### config.mk
export PLATFORM = sky130hd
export DESIGN_NAME = minibyte_control
export DESIGN_NICKNAME = d
export VERILOG_FILES = /design/src/rtl/minibyte_pkg.sv /design/src/rtl/minibyte_ctrl_decode.sv /design/src/rtl/minibyte_control.sv
export SDC_FILE = /design/constraint.sdc
export NUM_CORES = 1
export LEC_CHECK = 0
export ABC_AREA = 1
export CORE_MARGIN = 1
export CORE_UTILIZATION = 46
export CTS_BUF_LIST = sky130_fd_sc_hd__clkbuf_4 sky130_fd_sc_hd__clkbuf_8
export CTS_CLUSTER_SIZE = 20
export DETAILED_ROUTE_END_ITERATION = 6
export PLACE_DENSITY_LB_ADDON = 0.15
export SKIP_CTS_REPAIR_TIMING = 1
export SYNTH_ARGS = -nofsm -noshare
export SYNTH_HDL_FRONTEND = slang
export SYNTH_SLANG_ARGS = --single-unit
### constraint.sdc
create_clock -name clk_in -period 1.3 [get_ports clk_in]
set_input_delay 0.26 -clock clk_in [delete_from_list [all_inputs] [get_ports clk_in]]
set_output_delay 0.26 -clock clk_in [all_outputs]
set_load 0.01 [all_outputs]
### src/rtl/minibyte_pkg.sv
// minibyte_pkg: shared opcode, ALU and state encodings for the minibyte CPU
package minibyte_pkg;
  localparam logic [3:0] OP_NOP  = 4'h0;
  localparam logic [3:0] OP_LDI  = 4'h1;
  localparam logic [3:0] OP_LDM  = 4'h2;
  localparam logic [3:0] OP_STM  = 4'h3;
  localparam logic [3:0] OP_ADDI = 4'h4;
  localparam logic [3:0] OP_SUBI = 4'h5;
  localparam logic [3:0] OP_ANDI = 4'h6;
  localparam logic [3:0] OP_ORI  = 4'h7;
  localparam logic [3:0] OP_XORI = 4'h8;
  localparam logic [3:0] OP_JMP  = 4'h9;
  localparam logic [3:0] OP_BZ   = 4'hA;
  localparam logic [3:0] OP_BN   = 4'hB;
  localparam logic [3:0] OP_ADDM = 4'hC;
  localparam logic [3:0] OP_HLT  = 4'hF;
  localparam logic [2:0] ALU_PASS_B = 3'd0;
  localparam logic [2:0] ALU_PASS_A = 3'd1;
  localparam logic [2:0] ALU_ADD    = 3'd2;
  localparam logic [2:0] ALU_SUB    = 3'd3;
  localparam logic [2:0] ALU_AND    = 3'd4;
  localparam logic [2:0] ALU_OR     = 3'd5;
  localparam logic [2:0] ALU_XOR    = 3'd6;
  localparam logic [2:0] ALU_NOT_A  = 3'd7;
  typedef enum logic [2:0] {S_RESET, S_FETCH, S_OPER, S_EXEC, S_HALT} state_e;
  function automatic logic is_illegal(input logic [3:0] op);
    return op == 4'hD || op == 4'hE;
  endfunction
  function automatic logic is_mem(input logic [3:0] op);
    return op == OP_LDM || op == OP_STM || op == OP_ADDM;
  endfunction
endpackage

### src/rtl/minibyte_ctrl_decode.sv
// minibyte_ctrl_decode: next-state and Moore control-word decode for the minibyte controller
module minibyte_ctrl_decode
  import minibyte_pkg::*;
#(
  parameter int ILLEGAL_HALTS = 0
) (
  input  logic [2:0] state_i,
  input  logic [3:0] ir_op_i,
  input  logic [3:0] data_op_i,
  input  logic       flag_z_i,
  input  logic       flag_n_i,
  output logic [2:0] state_d_o,
  output logic       set_a_o,
  output logic       set_m_o,
  output logic       set_pc_o,
  output logic       inc_pc_o,
  output logic       addr_mux_o,
  output logic [2:0] alu_op_o,
  output logic       we_o,
  output logic       halt_o
);
  logic taken;
  assign taken = (ir_op_i == OP_BZ) ? flag_z_i : flag_n_i;
  // Sequencing: fetch decides from the opcode on the bus, operand cycle from the latched IR
  always_comb begin
    state_d_o = S_RESET;
    case (state_i)
      S_RESET: state_d_o = S_FETCH;
      S_FETCH: state_d_o = (data_op_i == OP_HLT || (ILLEGAL_HALTS != 0 && is_illegal(data_op_i))) ? S_HALT :
                           (data_op_i == OP_NOP || is_illegal(data_op_i)) ? S_FETCH : S_OPER;
      S_OPER:  state_d_o = is_mem(ir_op_i) ? S_EXEC : S_FETCH;
      S_EXEC:  state_d_o = S_FETCH;
      S_HALT:  state_d_o = S_HALT;
      default: state_d_o = S_RESET;
    endcase
  end
  // Control lines depend only on state, IR and latched flags, so reset kills them at once
  always_comb begin
    {set_a_o, set_m_o, set_pc_o, inc_pc_o, addr_mux_o, we_o, halt_o} = '0;
    alu_op_o = ALU_PASS_B;
    case (state_i)
      S_FETCH: inc_pc_o = 1'b1;
      S_OPER:
        case (ir_op_i)
          OP_LDI, OP_ADDI, OP_SUBI, OP_ANDI, OP_ORI, OP_XORI: begin
            set_a_o  = 1'b1;
            inc_pc_o = 1'b1;
            alu_op_o = (ir_op_i == OP_LDI) ? ALU_PASS_B : 3'(ir_op_i - 4'd2);
          end
          OP_LDM, OP_STM, OP_ADDM: begin
            set_m_o  = 1'b1;
            inc_pc_o = 1'b1;
          end
          OP_JMP: set_pc_o = 1'b1;
          OP_BZ, OP_BN: begin
            set_pc_o = taken;
            inc_pc_o = !taken;
          end
          default: ;
        endcase
      S_EXEC: begin
        addr_mux_o = 1'b1;
        set_a_o    = ir_op_i != OP_STM;
        we_o       = ir_op_i == OP_STM;
        alu_op_o   = (ir_op_i == OP_STM) ? ALU_PASS_A : (ir_op_i == OP_ADDM) ? ALU_ADD : ALU_PASS_B;
      end
      S_HALT: halt_o = 1'b1;
      default: ;
    endcase
  end
endmodule

### src/rtl/minibyte_control.sv
// minibyte_control: fetch/operand/exec sequencer holding state, IR and branch flags
module minibyte_control
  import minibyte_pkg::*;
#(
  parameter int ILLEGAL_HALTS = 0
) (
  input  logic       clk_in,
  input  logic       rst_in,
  input  logic [7:0] data_in,
  input  logic       flag_z_in,
  input  logic       flag_n_in,
  output logic       ctrl_set_a,
  output logic       ctrl_set_m,
  output logic       ctrl_set_pc,
  output logic       ctrl_inc_pc,
  output logic       ctrl_addr_mux,
  output logic [2:0] ctrl_alu_op,
  output logic       ctrl_we_out,
  output logic       halt_out
);
  logic [2:0] state_q, state_d;
  logic [7:0] ir_q, ir_d;
  logic       flag_z_q, flag_z_d, flag_n_q, flag_n_d;
  logic       unused_ir_lo;
  assign unused_ir_lo = ^ir_q[3:0];
  // IR captures the opcode byte during fetch; flags follow the ALU whenever A is loaded
  always_comb begin
    ir_d     = (state_q == S_FETCH) ? data_in : ir_q;
    flag_z_d = ctrl_set_a ? flag_z_in : flag_z_q;
    flag_n_d = ctrl_set_a ? flag_n_in : flag_n_q;
  end
  // State, IR and flag registers with asynchronous active-low reset
  always_ff @(posedge clk_in or negedge rst_in) begin
    if (!rst_in) begin
      state_q  <= S_RESET;
      ir_q     <= '0;
      flag_z_q <= 1'b0;
      flag_n_q <= 1'b0;
    end else begin
      state_q  <= state_d;
      ir_q     <= ir_d;
      flag_z_q <= flag_z_d;
      flag_n_q <= flag_n_d;
    end
  end
  minibyte_ctrl_decode #(.ILLEGAL_HALTS(ILLEGAL_HALTS)) u_decode (
    .state_i    (state_q),
    .ir_op_i    (ir_q[7:4]),
    .data_op_i  (data_in[7:4]),
    .flag_z_i   (flag_z_q),
    .flag_n_i   (flag_n_q),
    .state_d_o  (state_d),
    .set_a_o    (ctrl_set_a),
    .set_m_o    (ctrl_set_m),
    .set_pc_o   (ctrl_set_pc),
    .inc_pc_o   (ctrl_inc_pc),
    .addr_mux_o (ctrl_addr_mux),
    .alu_op_o   (ctrl_alu_op),
    .we_o       (ctrl_we_out),
    .halt_o     (halt_out)
  );
endmodule

==> flow_summary.toml <==
[worst_setup_path]
path_buf_inv = 3
setup.worst_path.end_class = "output pin"
worst_r2r_startpoint = "ir_q[4]"
r2r_slack_ns = -0.05
worstRegToRegCells = 10
crit_chain = "buf_6, inv_4, nor2_2, nand2_2, nand3_2, nand2_4, o22ai_2, buf_2"
cpPeakStageDelay_ns = 0.47
critPathSlowestCell = "dfrtp_2"
arrival_ns = 1.42
r2r-end = "flag_z_q"
cp_top_family = "flip-flops"
critPathKind = "reg2out"
worst-path-max-fanout = 6
worstPathRequired_ns = 1.04
start_kind = "flop"

[synthesis]
seq_area_frac_synth_pct = 34.62
synth_seq_cells = 9
synth_area_leaders = "dfrtp_1 35%, nand2_1 14%, nand3_1 9.2%"
synthesis.area_um2 = 650.6
syn_nets = 108
yosys.area.top_type = "dfrtp_1"
synth.top_cell.area_share_pct = 34.62
yosysWarnings = 0
synth_cell_types = 20
synthCells = 96
avgSynthCellArea_um2 = 6.777

[grt]
overflow = 0
grt_pass1_vias = 674
grt_max_degree = 11
grt_pass1_wl_mm = 2.553
track_usage_pct = 25.15
antenna_found_initial = 0

[run]
cap_violations = 0

[routing]
avgRoutedWirePerCell_um = 11.66
avgViaCountPerCell = 5.072
first_iter_violations = 11
firstDrtPassIters = 5
wl_mm = 1.773
drcViolationCount = 0
drtAntennaViolNets = 0
vias = 771

[clock_tree]
cts_made_buffers = 3
htree_levels = 1
clock_sinks = 9
ctsLongestPathBuffers = 2
cts_tree = "done"
clock_latency_ns = 0.26
path_clk_slew_ns = 0.06
cts_root_buffer = "clkbuf_4"

[finish]
fin_nets = 150
layout-drive-gt1-share_pct = 49.64
area_growth_pct = 63.46
final_common_cell = "nand2_1"
diodes = 0
layout_common_cells = "22 x nand2_1, 16 x buf_4, 10 x nand3_1, 9 x inv_1, 8 x buf_6"
design_area_mm2 = 0.001064

[outcome]
violations = "negative setup slack"
outcome = "finished with violations"

[timing]
worst_slack_ns = -0.3783
max_freq_mhz = 595.8
fin_crit_sh_pct = 129.1
fin_setup_tns_ns = -2.845
hold_viol = 0
drv_slew = 0
max_slew.worst_pin.slew_ns = 0.4011
fin_worst_skew_ns = 0.002520
rsz0062_at_grt = "true"
setup_viol = 12
min_period_ns = 1.678
relSlewSlack_pct = 73.18
holdWs_ns = 0.2932

[floorplanning]
dieHeight_um = 39.61
num_rows = 13
die_w_um = 39.61
core_mm2 = 0.001301
start_util_pct = 50.00
ios = 22
dieArea_mm2 = 0.001569

[hold_path]
hp-class = "in2async"

[placement]
portBuffers = 17
hpwlAfterDp_mm = 1.330
post-place-ws_ns = -0.5543
gp_congestion = 0.7432
dpl_cell_area_um2 = 967.2

[power_and_ir_drop]
power.static_leakage_uw = 0.0005617
ir_worst_vdd_mv = 1.452
power_density_mw_per_mm2 = 2450
## layer usage
| metal | vias up | track usage (%) | share of wire, % |
|---|---|---|---|
| li1 | 393 | - | - |
| met5 | - | 0 | 0 |
| met4 | 0 | 15.52 | 3.6 |
| met3 | 10 | 5.114 | 4.3 |
| met1 | 345 | 26.13 | 41 |
| met2 | 23 | 45.08 | 51 |
## Yosys cell counts
cell type	n
buf_2	1
nor3_1	2
nand2_1	25
nand4_1	2
o21ai_1	1
o32ai_1	1
nand3_2	2
nor2_1	7
nand2_4	2
a21oi_1	1
inv_1	13
o22ai_1	2
nand3_1	12
buf_6	1
inv_2	4
nand2_2	3
nor2_4	1
nor2_2	3
o21ai_0	4
dfrtp_1	9
## worst reg2reg max path, delay by kind of cell (launching register included)
kind                   cells  cell delay, ns
buffers and inverters      3            0.30
AND/OR/NAND/NOR            7            0.47
flip-flops                 1            0.47
## worst max path at each step
stage,cells after the start,slack (ns),start,to
3_3_place_gp,6,-0.50,ir_q[5],ctrl_set_m
3_5_place_dp,6,-0.55,ir_q[5],ctrl_set_m
5_1_grt,9,-0.44,ir_q[4],ctrl_inc_pc
6_report,8,-0.38,ir_q[4],ctrl_alu_op[1]
2_1_floorplan,5,0.04,ir_q[6],ctrl_alu_op[1]
4_1_cts,6,-0.84,ir_q[5],ctrl_set_m
## report_power, final
group / internal (uW) / switching [uW] / total [uW]
registers: 420 / 194 / 614
logic: 882 / 875 / 1760
clock network: 139 / 95.4 / 234
total: 1440 / 1160 / 2610
## flip-flops by register name, summed over array words and instances, names as in the netlist
register	cells
ir_q	4
state_q	3
flag_n_q	1
flag_z_q	1
## logic make-up after synthesis
logic type             share of synthesized area [%]
and+or+nand+nor                                45.19
AOI/OAI and AO/OA                              7.883
buffers and inverters                          12.31
DFF                                            34.62
## metrics by stage
step	power [uW]	util [%]	cells
CTS	2298	76.63	148
floorplan	1359	-	96
global route	2795	81.73	152
finish	2605	81.73	152
detailed placement	2055	74.33	144
global placement	1989	74.33	144
## layout make-up
| cell class | count | area [um^2] |
|---|---|---|
| Tap cell | 15 | 18.77 |
| Sequential cell | 9 | 230.2 |
| Inverter | 17 | 66.31 |
| Fill cell | 100 | 237.7 |
| Multi-Input combinational cell | 68 | 397.9 |
| Timing Repair Buffer | 39 | 320.3 |
| Clock buffer | 4 | 30.03 |
No activity file was read; power rests on OpenSTA's default activity.
